`src/rtl/memory_access.sv`:
```
// Memory-access stage: issues data-memory requests for loads/stores, holds them stable
// across wait states, and registers the writeback bundle (MW_*) every cycle.
module memory_access #(
  parameter int XLEN     = 32,
  parameter int PC_WIDTH = 32
) (
  input  logic                clk_i,
  input  logic                rst_n,
  input  logic [2:0]          ED_load_op_i,
  input  logic [1:0]          ED_store_op_i,
  input  logic [XLEN-1:0]     ED_valE_i,
  input  logic [XLEN-1:0]     ED_rs2_data_i,
  input  logic                ED_need_dstE_i,
  input  logic [4:0]          ED_dstE_i,
  input  logic [PC_WIDTH-1:0] ED_PC_i,
  input  logic                ED_commit_i,
  output logic                dm_req_o,
  output logic                dm_we_o,
  output logic [XLEN-1:0]     dm_addr_o,
  output logic [XLEN-1:0]     dm_wdata_o,
  output logic [3:0]          dm_wstrb_o,
  input  logic                dm_ack_i,
  input  logic [XLEN-1:0]     dm_rdata_i,
  output logic                M_stall_o,
  output logic                M_misalign_o,
  output logic [XLEN-1:0]     MW_valW_o,
  output logic                MW_need_dstE_o,
  output logic [4:0]          MW_dstE_o,
  output logic [PC_WIDTH-1:0] MW_PC_o,
  output logic                MW_commit_o
);

  localparam logic [2:0] LD_NONE = 3'd0, LD_LB = 3'd1, LD_LH = 3'd2, LD_LW = 3'd3,
                         LD_LBU  = 3'd4, LD_LHU = 3'd5;
  localparam logic [1:0] ST_NONE = 2'd0, ST_SB = 2'd1, ST_SH = 2'd2;
  localparam logic [0:0] S_IDLE = 1'b0, S_WAIT = 1'b1;

  function automatic logic [XLEN-1:0] load_ext(input logic [2:0] op, input logic [1:0] lo,
                                               input logic [XLEN-1:0] word);
    logic [7:0]         b;
    logic [15:0]        h;
    logic signed [7:0]  bs;
    logic signed [15:0] hs;
    case (lo)
      2'd0:    b = word[7:0];
      2'd1:    b = word[15:8];
      2'd2:    b = word[23:16];
      default: b = word[31:24];
    endcase
    h  = lo[1] ? word[31:16] : word[15:0];
    bs = $signed(b);
    hs = $signed(h);
    case (op)
      LD_LB:   load_ext = XLEN'(bs);
      LD_LH:   load_ext = XLEN'(hs);
      LD_LBU:  load_ext = XLEN'(b);
      LD_LHU:  load_ext = XLEN'(h);
      default: load_ext = word;
    endcase
  endfunction

  logic [0:0]          state_q;
  logic                ld_any, st_any, misalign_d, mem_op_d, misalign_ev_d;
  logic [XLEN-1:0]     st_wdata_d;
  logic [3:0]          st_wstrb_d;
  logic [XLEN-1:0]     addr_p0, wdata_p0;
  logic [3:0]          wstrb_p0;
  logic                we_p0, need_p0;
  logic [2:0]          ld_op_p0;
  logic [4:0]          dst_p0;
  logic [PC_WIDTH-1:0] pc_p0;
  logic                in_wait, active, complete, cur_we, cur_need;
  logic [XLEN-1:0]     cur_addr, cur_wdata;
  logic [3:0]          cur_wstrb;
  logic [2:0]          cur_ld_op;
  logic [4:0]          cur_dst;
  logic [PC_WIDTH-1:0] cur_pc;
  logic                vld_p1, need_p1, misalign_p1;
  logic [XLEN-1:0]     valw_p1;
  logic [4:0]          dst_p1;
  logic [PC_WIDTH-1:0] pc_p1;

  // Decode of the incoming ED instruction; a store field wins over a load field.
  always_comb begin
    ld_any     = (ED_load_op_i >= LD_LB) && (ED_load_op_i <= LD_LHU);
    st_any     = ED_store_op_i != ST_NONE;
    misalign_d = 1'b0;
    st_wdata_d = '0;
    st_wstrb_d = 4'b0000;
    if (st_any) begin
      case (ED_store_op_i)
        ST_SB: begin
          st_wstrb_d = 4'b0001 << ED_valE_i[1:0];
          st_wdata_d = XLEN'({4{ED_rs2_data_i[7:0]}});
        end
        ST_SH: begin
          st_wstrb_d = ED_valE_i[1] ? 4'b1100 : 4'b0011;
          st_wdata_d = XLEN'({2{ED_rs2_data_i[15:0]}});
          misalign_d = ED_valE_i[0];
        end
        default: begin
          st_wstrb_d = 4'b1111;
          st_wdata_d = ED_rs2_data_i;
          misalign_d = |ED_valE_i[1:0];
        end
      endcase
    end else if (ld_any) begin
      case (ED_load_op_i)
        LD_LH, LD_LHU: misalign_d = ED_valE_i[0];
        LD_LW:         misalign_d = |ED_valE_i[1:0];
        default:       misalign_d = 1'b0;
      endcase
    end
    mem_op_d      = ED_commit_i && (ld_any || st_any) && !misalign_d;
    misalign_ev_d = ED_commit_i && misalign_d;
  end

  // Request source: live ED fields in IDLE, latched copy while waiting.
  always_comb begin
    in_wait   = state_q == S_WAIT;
    cur_addr  = in_wait ? addr_p0  : ED_valE_i;
    cur_we    = in_wait ? we_p0    : st_any;
    cur_wdata = in_wait ? wdata_p0 : st_wdata_d;
    cur_wstrb = in_wait ? wstrb_p0 : st_wstrb_d;
    cur_ld_op = in_wait ? ld_op_p0 : (st_any ? LD_NONE : ED_load_op_i);
    cur_dst   = in_wait ? dst_p0   : ED_dstE_i;
    cur_need  = in_wait ? need_p0  : ED_need_dstE_i;
    cur_pc    = in_wait ? pc_p0    : ED_PC_i;
    active    = rst_n && (in_wait || mem_op_d);
    complete  = active && dm_ack_i;
  end

  assign dm_req_o   = active;
  assign dm_we_o    = active && cur_we;
  assign dm_addr_o  = active ? {cur_addr[XLEN-1:2], 2'b00} : '0;
  assign dm_wdata_o = active ? cur_wdata : '0;
  assign dm_wstrb_o = active ? cur_wstrb : 4'b0000;
  assign M_stall_o  = active && !dm_ack_i;

  // p0: request latch and IDLE/WAIT control
  always_ff @(posedge clk_i or negedge rst_n) begin
    if (!rst_n) begin
      state_q  <= S_IDLE;
      addr_p0  <= '0;
      wdata_p0 <= '0;
      wstrb_p0 <= 4'b0000;
      we_p0    <= 1'b0;
      need_p0  <= 1'b0;
      ld_op_p0 <= LD_NONE;
      dst_p0   <= 5'd0;
      pc_p0    <= '0;
    end else begin
      case (state_q)
        S_IDLE:  if (mem_op_d && !dm_ack_i) state_q <= S_WAIT;
        S_WAIT:  if (dm_ack_i) state_q <= S_IDLE;
        default: state_q <= S_IDLE;
      endcase
      if (!in_wait && mem_op_d) begin
        addr_p0  <= ED_valE_i;
        wdata_p0 <= st_wdata_d;
        wstrb_p0 <= st_wstrb_d;
        we_p0    <= st_any;
        need_p0  <= ED_need_dstE_i;
        ld_op_p0 <= cur_ld_op;
        dst_p0   <= ED_dstE_i;
        pc_p0    <= ED_PC_i;
      end
    end
  end

  // p1: writeback bundle, reloaded every edge (result, pass-through or bubble)
  always_ff @(posedge clk_i or negedge rst_n) begin
    if (!rst_n) begin
      vld_p1      <= 1'b0;
      need_p1     <= 1'b0;
      valw_p1     <= '0;
      dst_p1      <= 5'd0;
      pc_p1       <= '0;
      misalign_p1 <= 1'b0;
    end else begin
      misalign_p1 <= !in_wait && misalign_ev_d;
      if (complete) begin
        vld_p1  <= 1'b1;
        need_p1 <= !cur_we && cur_need;
        valw_p1 <= cur_we ? '0 : load_ext(cur_ld_op, cur_addr[1:0], dm_rdata_i);
        dst_p1  <= cur_dst;
        pc_p1   <= cur_pc;
      end else if (!in_wait && ED_commit_i && !mem_op_d && !misalign_ev_d) begin
        vld_p1  <= 1'b1;
        need_p1 <= ED_need_dstE_i;
        valw_p1 <= ED_valE_i;
        dst_p1  <= ED_dstE_i;
        pc_p1   <= ED_PC_i;
      end else begin
        vld_p1  <= 1'b0;
        need_p1 <= 1'b0;
        valw_p1 <= '0;
        dst_p1  <= 5'd0;
        pc_p1   <= '0;
      end
    end
  end

  assign MW_commit_o    = vld_p1;
  assign MW_need_dstE_o = need_p1;
  assign MW_valW_o      = valw_p1;
  assign MW_dstE_o      = dst_p1;
  assign MW_PC_o        = pc_p1;
  assign M_misalign_o   = misalign_p1;

endmodule
```
`config.mk`:
```
export PLATFORM = sky130hd
export DESIGN_NAME = memory_access
export DESIGN_NICKNAME = d
export VERILOG_FILES = /design/src/rtl/memory_access.sv
export SDC_FILE = /design/constraint.sdc
export NUM_CORES = 1
export LEC_CHECK = 0
export CAP_MARGIN = 20
export CORE_ASPECT_RATIO = 1.5
export CORE_MARGIN = 4
export CORE_UTILIZATION = 40
export CTS_CLUSTER_SIZE = 14
export DETAILED_ROUTE_END_ITERATION = 10
export PLACE_DENSITY = 0.7
export SYNTH_ARGS = -nofsm -noshare
export SYNTH_HDL_FRONTEND = slang
export SYNTH_SLANG_ARGS = --single-unit
export TNS_END_PERCENT = 50
```
`constraint.sdc`:
```
create_clock -name clk_i -period 5.7 [get_ports clk_i]
set_input_delay 0.855 -clock clk_i [delete_from_list [all_inputs] [get_ports clk_i]]
set_output_delay 0.855 -clock clk_i [all_outputs]
set_load 0.01 [all_outputs]
```
==> results of run 1 <==
==> power by group through the flow <==
| stage | logic, mW | clock network, mW | registers [mW] |
|---|---|---|---|
| after floorplan | 0.519 | 0 | 1.65 |
| after global placement | 0.887 | 0 | 1.67 |
| after detailed placement | 0.902 | 0 | 1.68 |
| after CTS | 0.906 | 1.15 | 1.66 |
| after global routing | 0.985 | 1.20 | 1.69 |
| final | 0.896 | 1.12 | 1.66 |
==> per-stage QoR <==
stage          cells  area, um^2  setup WS [ps]
2_1_floorplan    910        9325           2306
6_report        1450       12880          778.8
5_1_grt         1450       12880          480.6
3_5_place_dp    1418       12340          738.6
3_3_place_gp    1417       12330          841.9
4_1_cts         1448       12880          721.7
==> area by class of cell <==
cell class              count  area share [%]
diodes                      2         0.03885
clock buffers              22           3.681
clock inverters             8          0.5051
inverters                   8          0.2331
multi-input cells         648           34.29
flip-flops and latches    183           35.58
well taps                 280           2.720
repair buffers            299           22.95
==> logic make-up (layout without fill, tap and decap cells) <==
family / count (synthesis) / in the layout / synth area share, %
AO/OA/AOI/OAI: 251 / 251 / 17.29
AND/OR/NAND/NOR: 242 / 242 / 10.89
flip-flops: 183 / 183 / 49.13
multiplexers: 147 / 147 / 18.15
buffers and inverters: 79 / 337 / 3.826
adder cells (fa/ha/maj): 3 / 3 / 0.4027
XOR/XNOR: 3 / 3 / 0.2819
other: 1 / 4 / 0.04023
==> sequential cells by signal, indices dropped and copies added, names as in the netlist <==
signal and flops:
dst_p0 5, MW_dstE_o 5, MW_PC_o 32, MW_need_dstE_o 1
wstrb_p0 4, we_p0 1, addr_p0 32, MW_commit_o 1
MW_valW_o 32, wdata_p0 32, pc_p0 32, in_wait 1
need_p0 1, M_misalign_o 1, ld_op_p0 3
==> critical path, delay by kind of cell <==
kind / cells / cell delay (ps)
adders and majority gates: 1 / 470
and+or+nand+nor: 1 / 100
buffers and inverters: 5 / 1750
AOI/OAI and AO/OA: 4 / 850
==> per-layer routing <==
layer	up-vias	part of all wire, %
li1	3735	-
met1	3862	39
met2	293	51
met3	50	5.9
met4	2	3.5
met5	-	0.028
==> cell usage after synthesis, drive strengths merged, types with 2 or more instances <==
| cell type | count |
|---|---|
| dfrtp | 183 |
| o21ai | 107 |
| nor2 | 101 |
| nand2 | 95 |
| mux2 | 86 |
| mux2i | 53 |
| buf | 41 |
| a21oi | 40 |
| a22o | 38 |
| clkbuf | 30 |
| nand2b | 20 |
| o21a | 18 |
| nand3 | 13 |
| a22oi | 8 |
| inv | 8 |
| mux4 | 8 |
| o22ai | 8 |
| a222oi | 7 |
| o22a | 6 |
| ha | 3 |
| nor3 | 3 |
| o31ai | 3 |
| a211oi | 2 |
| a31oi | 2 |
| nand3b | 2 |
| xnor2 | 2 |
==> worst min-delay path by stage <==
stage / endpoint / depth (start not counted)
finish: MW_commit_o / 1
global route: MW_commit_o / 1
CTS: MW_PC_o[9] / 1
detailed placement: wdata_p0[1] / 2
global placement: wdata_p0[8] / 2
floorplan: wdata_p0[24] / 2
==> impl_metrics.sql, run 1 <==
INSERT INTO impl_metrics (metric_group, metric, value, unit) VALUES
('global_route', 'grt_pass1_vias', '8149', ''),
('pwr', 'power.density_cell_area', '285.0', 'mW/mm^2'),
('layout', 'area_delta_synth_final', '38.19', '%'),
('sta', 'final_slew_violations', '0', ''),
('placement', 'io_buffers', '283', ''),
('logic_synthesis', 'synth_enable_flop_cells', '0', ''),
('setup_path', 'timing.critical_path.slowest_stage_cell', 'sky130_fd_sc_hd__buf_4', ''),
('sta', 'clock-skew-final', '7.108', 'ps'),
('logic_synthesis', 'postSynth.topFlopCell', 'sky130_fd_sc_hd__dfrtp_1', ''),
('global_route', 'gr-usage-met1', '26.85', '%'),
('layout', 'utilization', '56.07', '%'),
('clock_tree', 'cts_root_buffer', 'sky130_fd_sc_hd__clkbuf_16', ''),
('global_route', 'grt_start_max_net_pins', '107', ''),
('sta', 'period_minus_slack', '4921', 'ps'),
('pwr', 'share_of_power_burned_in_the_clock_network', '30.5', '%'),
('sta', 'grt_setup_unrepaired', 'no', ''),
('logic_synthesis', 'syn_std_cell_area', '0.009321', 'mm^2'),
('pwr', 'p_sw_share', '29.38', '%'),
('clock_tree', 'numCtsBuffers', '17', ''),
('setup_path', 'worstSetupEndpointType', 'primary output', ''),
('routing', 'avgRoutedWirePerCell', '19.91', 'um'),
('layout', 'fillers', '2030', ''),
('logic_synthesis', 'post-synth-top-area-fraction', '49.13', '%'),
('layout', 'fraction_of_final_layout_cells_with_drive_strength_greater_than_1', '9.846', '%'),
('layout', 'register_area', '0.004583', 'mm^2'),
('setup_path', 'worstRegToRegCells', '7', ''),
('clock_tree', 'htreeDepth', '4', ''),
('setup_path', 'sequence_of_cells_on_the_critical_path', 'clkdlybuf4s50_1, inv_1, ha_1, a21oi_1, o21ai_1, a211oi_2, buf_4, o21ai_4, buf_4, nor2_1, clkdlybuf4s50_1', ''),
('sta', 'report.final.hold_viol_count', '0', ''),
('setup_path', 'worstSetupStartpoint', 'ED_store_op_i[0]', ''),
('clock_tree', 'ctsResizeCount', '0', ''),
('logic_synthesis', 'synth.avg_cell_area', '10.25', 'um^2'),
('routing', 'drt-vias-per-instance', '5.477', ''),
('pwr', 'power.leakage', '5.331', 'nW'),
('clock_tree', 'cts.reportedPaths.clkPinSlew', '70', 'ps'),
('floorplan', 'die_area', '0.02586', 'mm^2'),
('sta', 'max_clock_freq', '203.2', 'MHz'),
('setup_path', 'worstPathRequired', '4850', 'ps'),
('logic_synthesis', 'async_reset_ff_share', '100.0', '%'),
('global_route', 'gr-max-usage-layer', 'met2', ''),
('routing', 'detailed_router_s_first_iteration_violation_count', '525', ''),
('floorplan', 'core_area', '0.02297', 'mm^2'),
('clock_tree', 'cts.sink_count', '183', ''),
('logic_synthesis', 'netlist_instances', '909', ''),
('routing', 'dr_total_vias', '7942', ''),
('floorplan', 'initial_utilization', '40.58', '%'),
('sta', 'finalSetupTns', '0', 'ps'),
('setup_path', 'criticalPathCategory', 'in -> out', ''),
('worst_hold_path', 'worstHoldPathType', 'in -> async', ''),
('layout', 'multi_input_area', '0.004417', 'mm^2'),
('setup_path', 'crit_path_start_kind', 'primary input', ''),
('logic_synthesis', 'synth.largest_area_cell', 'sky130_fd_sc_hd__dfrtp_1', ''),
('logic_synthesis', 'synth_area_leaders', 'sky130_fd_sc_hd__dfrtp_1 49%, sky130_fd_sc_hd__mux2_2 6.0%, sky130_fd_sc_hd__mux2i_1 5.6%', ''),
('sta', 'maxSlewHeadroom', '38.40', '%'),
('global_route', 'initial_antenna_violation_count', '3', ''),
('floorplan', 'floorplan.rows', '68', ''),
('status', 'run_status', 'completed', ''),
('setup_path', 'critPathCapture', 'dm_addr_o[13]', ''),
('setup_path', 'r2r-start', 'in_wait', ''),
('sta', 'transition_time_at_the_pin_with_the_least_slew_margin', '916.9', 'ps'),
('pwr', 'net-switching-power', '1.079', 'mW'),
('pwr', 'pwr-share-comb', '24.4', '%'),
('routing', 'route.final.wire_length', '28870', 'um'),
('clock_tree', 'cts_post_setup_buffers_inserted', '0', ''),
('logic_synthesis', 'yosysWarningCount', '0', ''),
('pwr', 'design_power_total', '3.672', 'mW'),
('setup_path', 'cp_data_arrival_time', '4070', 'ps'),
('sta', 'fin_crit_sh', '86.34', '%'),
('pwr', 'internal-power', '2.593', 'mW'),
('global_route', 'gr_usage_total', '22.45', '%'),
('setup_path', 'worstPathMaxFanout', '47', '');
Power figures use the tool's default switching activity.
==> run 2, diff against run 1 <==
- GPL_TIMING_DRIVEN: not set -> 0
==> impl_metrics.sql, run 2 (synthesis results as in run 1) <==
INSERT INTO impl_metrics (metric_group, metric, value, unit) VALUES
('pwr', 'share_of_power_burned_in_the_clock_network', '31.0', '%'),
('clock_tree', 'ctsResizeCount', '0', ''),
('setup_path', 'crit_path_start_kind', 'primary input', ''),
('floorplan', 'floorplan.rows', '68', ''),
('layout', 'post_layout_nonfiller_instances', '1503', ''),
('global_route', 'grt_pass1_wl', '48230', 'um'),
('routing', 'highest-signal-layer', 'met5', ''),
('layout', 'layout_commonest_cell', 'sky130_fd_sc_hd__clkdlybuf4s50_1', ''),
('routing', 'dr_total_vias', '8245', ''),
('routing', 'postRouteAntennaNets', '0', ''),
('floorplan', 'die-width', '132.6', 'um'),
('sta', 'maxSlewHeadroom', '42.62', '%'),
('setup_path', 'timing.critical_path.slowest_stage_cell', 'sky130_fd_sc_hd__o21ai_1', ''),
('pwr', 'pwr-share-comb', '25.1', '%'),
('layout', 'fillers', '2045', ''),
('global_route', 'grt_overflow_total', '0', ''),
('placement', 'io_buffers', '280', ''),
('placement', 'gp_routability_congestion', '0.8809', ''),
('setup_path', 'worstSetupEndpointType', 'primary output', ''),
('routing', 'drtPass1Iterations', '5', ''),
('routing', 'detailed_router_s_first_iteration_violation_count', '659', ''),
('clock_tree', 'cts_root_buffer', 'sky130_fd_sc_hd__clkbuf_16', ''),
('clock_tree', 'ctsLongestPathBuffers', '2', ''),
('layout', 'area_delta_synth_final', '40.40', '%'),
('pwr', 'power.leakage', '5.459', 'nW'),
('routing', 'met2_length', '15910', 'um'),
('setup_path', 'criticalPathCategory', 'in -> out', ''),
('setup_path', 'cp_data_arrival_time', '4310', 'ps'),
('sta', 'grt_setup_unrepaired', 'no', ''),
('setup_path', 'critPathMaxStageDelay', '620', 'ps'),
('sta', 'period_minus_slack', '5168', 'ps'),
('setup_path', 'worst-path-buf-inv', '5', ''),
('setup_path', 'worstPathMaxFanout', '10', ''),
('setup_path', 'sequence_of_cells_on_the_critical_path', 'clkdlybuf4s50_1, inv_1, ha_1, clkbuf_1, o21ai_1, a211oi_2, o21ai_1, clkbuf_1, nor2_1, clkdlybuf4s50_1', ''),
('global_route', 'gr_usage_total', '23.87', '%'),
('status', 'run_status', 'completed', ''),
('sta', 'final_slew_violations', '0', ''),
('global_route', 'grt_pass1_vias', '8534', ''),
('floorplan', 'die_area', '0.02586', 'mm^2'),
('routing', 'avgRoutedWirePerCell', '20.52', 'um'),
('routing', 'wl_met3', '1825', 'um'),
('global_route', 'grt_start_max_net_pins', '111', ''),
('floorplan', 'initial_utilization', '40.58', '%'),
('sta', 'setup_viol', '0', ''),
('sta', 'transition_time_at_the_pin_with_the_least_slew_margin', '857.5', 'ps'),
('clock_tree', 'post_cts_hold_buffer_count', '0', ''),
('pwr', 'net-switching-power', '1.148', 'mW'),
('job', 'timing.max_cap.violations', '0', ''),
('clock_tree', 'cts.sink_count', '183', ''),
('sta', 'max_clock_freq', '193.5', 'MHz'),
('clock_tree', 'cts.reportedPaths.clkPinSlew', '70', 'ps'),
('pwr', 'irDropWorstVdd', '0.2129', 'mV'),
('sta', 'report.final.hold_viol_count', '0', ''),
('clock_tree', 'cts_post_setup_buffers_inserted', '0', ''),
('setup_path', 'cp_top_family', 'buffers and inverters', ''),
('setup_path', 'worstPathRequired', '4850', 'ps'),
('global_route', 'initial_antenna_violation_count', '1', ''),
('clock_tree', 'numCtsBuffers', '17', ''),
('worst_hold_path', 'worstHoldPathType', 'in -> async', ''),
('pwr', 'design_power_total', '3.745', 'mW'),
('layout', 'layout.cells.most_common_list', '279 x sky130_fd_sc_hd__clkdlybuf4s50_1, 183 x sky130_fd_sc_hd__dfrtp_1, 101 x sky130_fd_sc_hd__nor2_1, 94 x sky130_fd_sc_hd__nand2_1, 90 x sky130_fd_sc_hd__o21ai_0', ''),
('placement', 'hpwl', '23230', 'um'),
('layout', 'antenna_cells', '0', ''),
('routing', 'route.final.wire_length', '30840', 'um'),
('floorplan', 'design.portCount', '286', ''),
('clock_tree', 'htreeDepth', '4', ''),
('sta', 'fin_crit_sh', '90.67', '%'),
('routing', 'detail_route.drc_violations', '0', ''),
('pwr', 'p_sw_share', '30.65', '%'),
('placement', 'total_placed_cells_including_tap_cells', '1471', ''),
('pwr', 'internal-power', '2.597', 'mW'),
('layout', 'final_net_count', '1356', ''),
('floorplan', 'dieHeight', '195.0', 'um'),
('setup_path', 'cp_num_cells', '10', ''),
('pwr', 'power.sequential.fraction', '43.9', '%'),
('setup_path', 'worstRegToRegCells', '8', ''),
('routing', 'wl_met1', '12050', 'um'),
('clock_tree', 'cts_tree', 'yes', ''),
('floorplan', 'core_area', '0.02297', 'mm^2'),
('sta', 'clock-skew-final', '7.582', 'ps'),
('layout', 'fraction_of_final_layout_cells_with_drive_strength_greater_than_1', '11.04', '%'),
('clock_tree', 'insertion_delay', '440', 'ps'),
('routing', 'drt-vias-per-instance', '5.486', ''),
('pwr', 'power.density_cell_area', '286.2', 'mW/mm^2');
run 2: cell count changes in the layout (fill, tap and decap cells not counted), moves of 2 or more:
cell,previous run,this run
sky130_fd_sc_hd__buf_2,0,27
sky130_fd_sc_hd__diode_2,2,0
sky130_fd_sc_hd__buf_4,16,7
sky130_fd_sc_hd__clkinv_4,0,4
sky130_fd_sc_hd__clkdlybuf4s50_1,282,279
sky130_fd_sc_hd__clkbuf_1,2,30
sky130_fd_sc_hd__clkinv_8,0,2
sky130_fd_sc_hd__clkinvlp_4,3,1
sky130_fd_sc_hd__clkbuf_8,4,1
sky130_fd_sc_hd__buf_1,0,7
run 2: metal layers:
metal,GRT usage (%),vias up
met5,0,-
met3,5.904,54
li1,-,3838
met1,28.11,4040
met2,41.92,311
met4,8.937,2
run 2: worst paths after layout:
check	startpoint	to	slack [ps]
setup / recovery	ED_store_op_i[0]	dm_wdata_o[0]	530
hold / removal	rst_n	addr_p0[25]	390
setup reg to reg	in_wait	MW_valW_o[9]	3230
hold reg to reg	wdata_p0[11]	wdata_p0[11]	480
max in group asynchronous	rst_n	wdata_p0[5]	4310
min in group clk_i	wdata_p0[11]	wdata_p0[11]	480
run 2: through the flow:
stage | setup TNS, ps | hold WS, ps | worst slack, ps | instance area (um^2) | utilization [%]
2_1_floorplan | 0 | 450.1 | 2306 | 9325 | -
3_3_place_gp | -1577470 | 462.8 | -6967 | 12480 | 54.32
3_5_place_dp | 0 | 470.4 | 517.8 | 12510 | 54.46
4_1_cts | 0 | 400.3 | 508.0 | 13090 | 56.97
5_1_grt | 0 | 423.6 | 268.2 | 13090 | 56.97
6_report | 0 | 387.3 | 531.8 | 13090 | 56.97
run 2: final cells by class:
type                       count  area, um^2  share of cell area, %
tap                          280       350.3                  2.677
buffer                        71       326.6                  2.495
clock inverter                14       137.6                  1.052
sequential                   183        4579                  34.99
clock buffer                  18       439.2                  3.356
multi-input combinational    648        4389                  33.54
timing repair buffer         281        2835                  21.66
inverter                       8       30.03                 0.2294
run 2: power by group through the flow:
stage | sequential (mW) | combinational (mW) | clock, mW
floorplan | 1.65 | 0.519 | 0
global placement | 1.66 | 0.923 | 0
CTS | 1.64 | 0.946 | 1.19
finish | 1.64 | 0.939 | 1.16
global route | 1.67 | 1.03 | 1.25
detailed placement | 1.67 | 0.941 | 0
run 2: worst register-to-register path, stage by stage (launching register included):
cell	delay, ps
sky130_fd_sc_hd__dfrtp_1	360
sky130_fd_sc_hd__buf_2	170
sky130_fd_sc_hd__buf_2	200
sky130_fd_sc_hd__nand2_1	90
sky130_fd_sc_hd__o21a_1	170
sky130_fd_sc_hd__clkbuf_1	380
sky130_fd_sc_hd__o21ai_1	330
sky130_fd_sc_hd__a222oi_1	540
sky130_fd_sc_hd__o21ai_1	100
==> run 3, diff against run 2 <==
- CORE_MARGIN: 4 -> 2
==> impl_metrics.sql, run 3 (synthesis results as in run 1) <==
INSERT INTO impl_metrics (metric_group, metric, value, unit) VALUES
('clock_tree', 'cts_tree', 'yes', ''),
('placement', 'place_area', '0.01251', 'mm^2'),
('sta', 'setup_viol', '0', ''),
('clock_tree', 'numCtsBuffers', '17', ''),
('setup_path', 'crit_path_start_kind', 'primary input', ''),
('sta', 'clock-skew-final', '8.827', 'ps'),
('floorplan', 'dieHeight', '191.0', 'um'),
('clock_tree', 'cts.sink_count', '183', ''),
('placement', 'hpwl', '22850', 'um'),
('pwr', 'design_power_total', '3.846', 'mW'),
('routing', 'detailed_router_s_first_iteration_violation_count', '473', ''),
('setup_path', 'cp_top_family', 'buffers and inverters', ''),
('global_route', 'gr-max-usage-layer', 'met2', ''),
('sta', 'final_slew_violations', '0', ''),
('clock_tree', 'cts.reportedPaths.clkPinSlew', '70', 'ps'),
('setup_path', 'worstSetupEndpointType', 'primary output', ''),
('layout', 'fraction_of_final_layout_cells_with_drive_strength_greater_than_1', '11.04', '%'),
('global_route', 'grt_overflow_total', '0', ''),
('clock_tree', 'ctsLongestPathBuffers', '2', ''),
('clock_tree', 'cts_root_buffer', 'sky130_fd_sc_hd__clkbuf_16', ''),
('sta', 'period_minus_slack', '5259', 'ps'),
('layout', 'finalInstanceArea', '0.01314', 'mm^2'),
('sta', 'grt_setup_unrepaired', 'no', ''),
('sta', 'maxSlewHeadroom', '41.63', '%'),
('floorplan', 'floorplan.rows', '68', ''),
('clock_tree', 'insertion_delay', '440', 'ps'),
('layout', 'layout_commonest_cell', 'sky130_fd_sc_hd__clkdlybuf4s50_1', ''),
('routing', 'dr_total_vias', '8289', ''),
('routing', 'drt-vias-per-instance', '5.515', ''),
('layout', 'antenna_cells', '0', ''),
('pwr', 'power.density_cell_area', '292.8', 'mW/mm^2'),
('sta', 'max_clock_freq', '190.2', 'MHz'),
('layout', 'final_net_count', '1356', ''),
('floorplan', 'die-width', '128.6', 'um'),
('routing', 'detail_route.drc_violations', '0', ''),
('clock_tree', 'htreeDepth', '4', ''),
('clock_tree', 'cts_post_setup_buffers_inserted', '0', ''),
('global_route', 'grt_pass1_wl', '46820', 'um'),
('global_route', 'grt_pass1_vias', '8423', ''),
('floorplan', 'core_area', '0.02297', 'mm^2'),
('setup_path', 'worstPathRequired', '4850', 'ps'),
('global_route', 'grt_start_max_net_pins', '97', ''),
('global_route', 'gr-usage-met1', '29.23', '%'),
('routing', 'postRouteAntennaNets', '0', ''),
('setup_path', 'worst-path-buf-inv', '5', ''),
('layout', 'layout.cells.most_common_list', '279 x sky130_fd_sc_hd__clkdlybuf4s50_1, 183 x sky130_fd_sc_hd__dfrtp_1, 101 x sky130_fd_sc_hd__nor2_1, 94 x sky130_fd_sc_hd__nand2_1, 90 x sky130_fd_sc_hd__o21ai_0', ''),
('clock_tree', 'post_cts_hold_buffer_count', '0', ''),
('floorplan', 'initial_utilization', '40.58', '%'),
('placement', 'io_buffers', '280', ''),
('setup_path', 'timing.critical_path.slowest_stage_cell', 'sky130_fd_sc_hd__o21ai_1', ''),
('layout', 'utilization', '57.18', '%'),
('setup_path', 'worstPathMaxFanout', '10', ''),
('routing', 'route.final.wire_length', '30640', 'um'),
('layout', 'area_delta_synth_final', '40.93', '%'),
('setup_path', 'cp_data_arrival_time', '4400', 'ps'),
('floorplan', 'die_area', '0.02457', 'mm^2'),
('placement', 'gp_routability_congestion', '0.8978', ''),
('pwr', 'irDropWorstVdd', '0.2219', 'mV'),
('sta', 'transition_time_at_the_pin_with_the_least_slew_margin', '868.9', 'ps'),
('routing', 'avgRoutedWirePerCell', '20.38', 'um'),
('setup_path', 'criticalPathCategory', 'in -> out', ''),
('setup_path', 'worst_case_register_to_register_setup_slack', '3240', 'ps'),
('pwr', 'power.leakage', '5.483', 'nW'),
('status', 'run_status', 'completed', ''),
('job', 'timing.max_cap.violations', '0', ''),
('global_route', 'grt_util_met2', '44.18', '%'),
('floorplan', 'design.portCount', '286', ''),
('global_route', 'initial_antenna_violation_count', '0', ''),
('global_route', 'gr_usage_total', '24.95', '%'),
('worst_hold_path', 'worstHoldPathType', 'in -> async', ''),
('routing', 'drtPass1Iterations', '8', ''),
('clock_tree', 'ctsResizeCount', '0', ''),
('sta', 'fin_crit_sh', '92.26', '%'),
('setup_path', 'sequence_of_cells_on_the_critical_path', 'clkdlybuf4s50_1, inv_1, ha_1, clkbuf_1, o21ai_1, a211oi_2, o21ai_1, clkbuf_1, nor2_1, clkdlybuf4s50_1', ''),
('setup_path', 'critPathMaxStageDelay', '670', 'ps'),
('global_route', 'global_route.usage.met3', '5.430', '%'),
('sta', 'report.final.hold_viol_count', '0', '');
## run 3: cell count changes in the layout (fill, tap and decap cells not counted)
cell	before	now
sky130_fd_sc_hd__clkinv_2	1	0
sky130_fd_sc_hd__clkinv_4	4	1
sky130_fd_sc_hd__inv_6	4	5
sky130_fd_sc_hd__clkbuf_8	1	3
sky130_fd_sc_hd__bufinv_16	0	2
sky130_fd_sc_hd__clkinv_8	2	1
## run 3: report_power, final
part           leakage [nW]  total [mW]  internal (mW)  switching, mW
clock                 0.305        1.26          0.700          0.560
combinational          2.84       0.941          0.477          0.463
sequential             2.34        1.65           1.53          0.116
total                  5.48        3.85           2.71           1.14
## run 3: worst paths after layout
kind / start / to / cells past startpoint
setup / recovery: ED_store_op_i[0] / dm_addr_o[30] / 10
hold / removal: rst_n / addr_p0[23] / 1
setup reg to reg: in_wait / MW_valW_o[8] / 8
hold reg to reg: wdata_p0[11] / wdata_p0[11] / 2
max in group asynchronous: rst_n / wdata_p0[26] / 2
min in group clk_i: wdata_p0[11] / wdata_p0[11] / 2
## run 3: routing by layer
metal  part of all wire, %  wire [um]  vias to the layer above
li1                      -          -                     3838
met1                    39      11930                     4053
met2                    52      15830                      339
met3                   6.0       1847                       59
met4                   3.3       1025                        0
met5                     0          0                        -
## run 3: final cells by class
| class | count | area, um^2 |
|---|---|---|
| buffer | 71 | 326.6 |
| clock buffer | 20 | 466.7 |
| clock inverter | 12 | 158.9 |
| fill | 2024 | 9836 |
| inverter | 8 | 30.03 |
| multi-input combinational | 648 | 4389 |
| sequential | 183 | 4579 |
| tap | 280 | 350.3 |
| timing repair buffer | 281 | 2835 |
## run 3: stage by stage
stage / TNS, ps / hold slack [ps] / cells / setup WS, ps
finish: 0 / 431.2 / 1503 / 441.3
global route: 0 / 477.0 / 1503 / 382.9
CTS: 0 / 449.9 / 1503 / 559.2
detailed placement: 0 / 470.3 / 1471 / 572.2
global placement: -1545290 / 462.0 / 1470 / -6837
floorplan: 0 / 450.1 / 910 / 2306
==> edit 1 (flow settings as in run 1) <==
`PC_WIDTH`: 32 -> 36.
--- a/src/rtl/memory_access.sv
+++ b/src/rtl/memory_access.sv
@@ -2,7 +2,7 @@
 // across wait states, and registers the writeback bundle (MW_*) every cycle.
 module memory_access #(
   parameter int XLEN     = 32,
-  parameter int PC_WIDTH = 32
+  parameter int PC_WIDTH = 36
 ) (
   input  logic                clk_i,
   input  logic                rst_n,
Interface: changed (resized ED_PC_i and MW_PC_o); port bits go from 286 to 294. No check against the original RTL was run, so the function may have changed too.
==> edit 1 against run 1 <==
First-iteration DRC count is 5.3% higher; wire length grew 4.9%; setup slack got worse by 0.020 ns; sequential cell count increased by 8; non-clock buffer count grew 9; design area increased by 3.8%; total power is 4.0% higher; area after synthesis grew 4.3%; critical path depth down 3; global-route usage is 0.27 points lower; highest routed layer is now met4.
==> edit 1: results (changes against run 1) <==
H-tree Lvls: 4 (unchanged)
Unique masters post-synth: 57 (unchanged)
GRT Util Overall: 22.2% (was 22.4%)
Worst-Skew Late Latency: 0.44 ns (about the same)
RD Place Congestion: 0.866 (was 0.893)
Synth top cells by count: dfrtp_1, nor2_1, nand2_1 (unchanged)
largest net degree at the start of global routing: 82 (was 107)
warning count from the yosys run: 0 (unchanged)
fin nets: 1332 (was 1303)
CP top delay family: buffers and inverters (unchanged)
maximum capacitance violations: 0 (unchanged)
ranking of synthesized cells by area: dfrtp_1, mux2_2, mux2i_1, o21ai_0, nor2_1 (was dfrtp_1, mux2_2, mux2i_1, o21ai_0, mux2_1)
Flop pwr share: 45.2% (was 45.1%)
worst hold-check path type: in2async (unchanged)
CP Max Fanout: 48 (was 47)
Worst-path clk slew: 0.07 ns (about the same)
total setup buffers inserted after CTS: 0 (unchanged)
post-synthesis instance total: 928 (was 909)
sequential share of the synthesized area: 49.2% (was 49.1%)
Leakage: 5.53 nW (was 5.33 nW)
max incr delay on CP: 0.70 ns (was 0.56 ns)
placed instance area: 12800 um^2 (was 12300 um^2)
placed insts: 1481 (was 1418)
Worst Skew: 0.00865 ns (was 0.00711 ns)
initial drt markers: 553 (was 525)
Critical-path top delay cell: clkdlybuf4s50_1 (was buf_4)
sw frac: 29.7% (was 29.4%)
DR vias: 8094 (was 7942)
DP Wirelength: 21.9 mm (was 20.4 mm)
status: finished, final reports clean (unchanged)
vias in the first global route: 8166 (was 8149)
share of post-route cells with drive strength above 1: 14.1% (was 9.85%)
drt first pass iters: 5 (was 7)
pre-CTS WS: 0.714 ns (was 0.739 ns)
Critical Path AT: 4.09 ns (was 4.07 ns)
Non-Filler Instances: 1516 (was 1450)
WL final: 30.3 mm (was 28.9 mm)
PortBufs: 291 (was 283)
ys async rst share: 100% (unchanged)
antenna violations before repair: 2 (was 3)
PwrDens: 286 nW/um^2 (was 285 nW/um^2)
peak supply drop: 225 uV (was 199 uV)
first-pass GRT wire length: 46.0 mm (was 45.5 mm)
clock power share: 30.2% (was 30.5%)
Synth Flop Type: dfrtp_1 (unchanged)
slew margin rel.: 41.3% (was 38.4%)
Root Buffer Master: clkbuf_16 (unchanged)
Num CTS Buffers: 17 (unchanged)
post-cts repair resize count: 0 (unchanged)
Max Root-Sink Buffers: 2 (unchanged)
edit 1: changes by cell type after synthesis, sizes merged:
cell | before | now
dfrtp | 183 | 191
clkbuf | 30 | 32
clkinv | 0 | 1
buf | 41 | 42
inv | 8 | 7
mux2 | 86 | 90
a22o | 38 | 42
edit 1: final cells by class:
cell class / count / area [um^2]
inverters: 8 / 30.0
flip-flops and latches: 191 / 4780
multi-input cells: 656 / 4540
repair buffers: 308 / 3060
clock inverters: 13 / 106
clock buffers: 19 / 453
well taps: 319 / 399
diodes: 2 / 5.00
fillers: 2130 / 10500
edit 1: metal layers:
layer / vias up / wire (um) / part of all wire, % / track usage, %
met2: 294 / 15400 / 51 / 37.2
met1: 3912 / 11600 / 38 / 26.6
met5: - / 0 / 0 / 0
met3: 69 / 1700 / 5.6 / 4.63
li1: 3819 / - / - / -
met4: 0 / 1600 / 5.3 / 12.1
edit 1: final timing paths:
kind                         startpoint            end  slack (ns)  cells past startpoint
max in group asynchronous         rst_n    MW_PC_o[21]        4.14                      2
min reg2reg                wdata_p0[10]   wdata_p0[10]        0.48                      2
min in group clk_i         wdata_p0[10]   wdata_p0[10]        0.48                      2
max                        ED_valE_i[0]  dm_wdata_o[1]        0.76                      8
min                               rst_n    addr_p0[27]        0.37                      1
max reg2reg                     in_wait   wdata_p0[20]        1.94                      4
edit 1: kinds of logic (layout without fill, tap and decap cells):
kind of cell / after synthesis / in the layout / share of synthesized area [%]
flip-flops: 191 / 191 / 49.2
multiplexers: 151 / 151 / 17.9
AO/OA/AOI/OAI: 255 / 255 / 17.4
adder cells (fa/ha/maj): 3 / 3 / 0.386
AND/OR/NAND/NOR: 242 / 242 / 10.4
buffers and inverters: 82 / 348 / 4.40
other: 1 / 4 / 0.0386
XOR/XNOR: 3 / 3 / 0.270
==> edit 2 (config.mk and constraints of run 1) <==
Without the edit above. Make the reset (`rst_n`) synchronous in 2 clocked blocks.
--- a/src/rtl/memory_access.sv
+++ b/src/rtl/memory_access.sv
@@ -138,7 +138,7 @@
   assign M_stall_o  = active && !dm_ack_i;
 
   // p0: request latch and IDLE/WAIT control
-  always_ff @(posedge clk_i or negedge rst_n) begin
+  always_ff @(posedge clk_i) begin
     if (!rst_n) begin
       state_q  <= S_IDLE;
       addr_p0  <= '0;
@@ -169,7 +169,7 @@
   end
 
   // p1: writeback bundle, reloaded every edge (result, pass-through or bubble)
-  always_ff @(posedge clk_i or negedge rst_n) begin
+  always_ff @(posedge clk_i) begin
     if (!rst_n) begin
       vld_p1      <= 1'b0;
       need_p1     <= 1'b0;
Check against the original RTL: differs if rst_n is asserted again (counterexample within 4 cycles, from zero or initial values and one cycle with rst_n low); with rst_n held inactive, the same outputs for 4 cycles.
==> edit 2 against run 1 <==
Die area fell by 5.6%; combinational power fell by 29%; setup slack worse by 0.083 ns; sequential share of layout area decreased by 5.8 points; sequential cell count unchanged; register-to-register slack gained 0.29 ns; design area fell by 4.5%; first-iteration DRC count grew 27%; utilization grew 0.78 points; area after synthesis shrank 5.9%; critical path depth down 1; wire length increased by 2.0%; non-clock buffer count rose by 1; total power shrank 14%; largest cell class is now multi-input gates; largest power group unchanged.
==> edit 2: results (changes against run 1) <==
worst slew pin tran: 0.872 ns (was 0.917 ns)
CP Max Fanout: 30 (was 47)
Unique masters post-synth: 56 (was 57)
Worst-path clk slew: 0.06 ns
H-tree Lvls: 4 (unchanged)
Worst Skew: 0.00828 ns (was 0.00711 ns)
reg2reg path depth: 7 (unchanged)
Worst Hold Depth: 2
RD Place Congestion: 0.923 (was 0.893)
drt first pass iters: 5 (was 7)
largest net degree at the start of global routing: 103 (was 107)
ranking of synthesized cells by area: dfxtp_1, nand2_1, a21oi_1, mux2i_1, nor2_1 (was dfrtp_1, mux2_2, mux2i_1, o21ai_0, mux2_1)
antenna violations before repair: 2 (was 3)
Root Buffer Master: clkbuf_16 (unchanged)
peak supply drop: 210 uV (was 199 uV)
status: finished, final reports clean (unchanged)
Synth top cells by count: nand2_1, dfxtp_1, a21oi_1 (was dfrtp_1, nor2_1, nand2_1)
internal cell power: 2.25 mW (was 2.59 mW)
fin nets: 1499 (was 1303)
warning count from the yosys run: 0 (unchanged)
placed instance area: 11700 um^2 (was 12300 um^2)
ys async rst share: 0% (was 100%)
worst hold-check path type: reg2reg (was in2async)
post-cts repair resize count: 0 (unchanged)
DP Wirelength: 21.0 mm (was 20.4 mm)
Num CTS Buffers: 17 (unchanged)
share of post-route cells with drive strength above 1: 6.15% (was 9.85%)
first-pass GRT wire length: 46.2 mm (was 45.5 mm)
sequential share of the synthesized area: 41.8% (was 49.1%)
WL final: 29.4 mm (was 28.9 mm)
initial drt markers: 666 (was 525)
DR vias: 8815 (was 7942)
Worst-Skew Late Latency: 0.44 ns (about the same)
GRT Util Overall: 23.8% (was 22.4%)
total setup buffers inserted after CTS: 0 (unchanged)
Synth Flop Type: dfxtp_1 (was dfrtp_1)
PortBufs: 283 (unchanged)
Max Root-Sink Buffers: 2 (unchanged)
Leakage: 4.47 nW (was 5.33 nW)
vias in the first global route: 8492 (was 8149)
Critical Path AT: 4.15 ns (was 4.07 ns)
## edit 2: changes by cell type after synthesis, sizes merged, moves of 56 or more
cell          run 1  this run
dfrtp           183         0
o21ai           107        51
mux2             86        14
nand2            95       232
dfxtp             0       183
a21oi            40       163
## edit 2: layout make-up
type | instances | area (um^2)
repair buffers | 300 | 3010
diodes | 2 | 5.00
well taps | 272 | 340
fillers | 2006 | 9340
multi-input cells | 842 | 4670
clock buffers | 17 | 425
inverters | 9 | 36.3
clock inverters | 15 | 144
flip-flops and latches | 183 | 3670
## edit 2: metal layers
| metal | wire (um) | part of all wire, % | track usage [%] | up-vias |
|---|---|---|---|---|
| met2 | 15100 | 51 | 40.9 | 310 |
| met1 | 11600 | 40 | 28.4 | 4128 |
| met4 | 1070 | 3.6 | 10.2 | 0 |
| met3 | 1670 | 5.7 | 4.88 | 54 |
| li1 | - | - | - | 4323 |
| met5 | 0 | 0 | 0 | - |
## edit 2: cells by family after synthesis
| kind of cell | count (synthesis) | share of synthesized area (%) |
|---|---|---|
| xor gates and xnor gates | 3 | 0.300 |
| and+or+nand+nor | 439 | 20.9 |
| buffers and inverters | 106 | 5.26 |
| DFF | 183 | 41.8 |
| adders and majority gates | 3 | 0.428 |
| AOI/OAI and AO/OA | 319 | 22.1 |
| muxes | 76 | 9.20 |
| other | 1 | 0.0428 |
## edit 2: final timing paths
path                         start             end  slack (ns)
hold reg to reg        addr_p0[17]     addr_p0[17]        0.45
setup / recovery  ED_store_op_i[0]  dm_wdata_o[24]        0.70
setup reg to reg           in_wait   MW_valW_o[16]        2.41
hold / removal         addr_p0[17]     addr_p0[17]        0.45
## edit 2: through the flow
stage	cells	setup slack [ns]	util (%)	hold WS, ns
finish	1640	0.696	56.9	0.455
global route	1640	0.350	56.9	0.469
CTS	1635	0.703	56.5	0.456
detailed placement	1603	0.715	53.9	0.446
global placement	1603	0.840	53.9	0.441
floorplan	1131	2.17	-	0.436
## edit 2: power groups by stage
stage,combinational [mW],clock (mW),sequential [mW]
final,0.640,1.15,1.37
after global routing,0.702,1.23,1.38
after CTS,0.627,1.18,1.38
after detailed placement,0.624,0,1.41
after global placement,0.618,0,1.40
after floorplan,0.352,0,1.40
## edit 2: critical path, cell delays in order
cell,delay [ns]
clkdlybuf4s50_1,0.51
inv_1,0.07
ha_1,0.36
nor3b_1,0.37
a211oi_2,0.15
o21ai_0,0.41
nand2_2,0.33
buf_4,0.33
nor2_1,0.17
clkdlybuf4s50_1,0.56
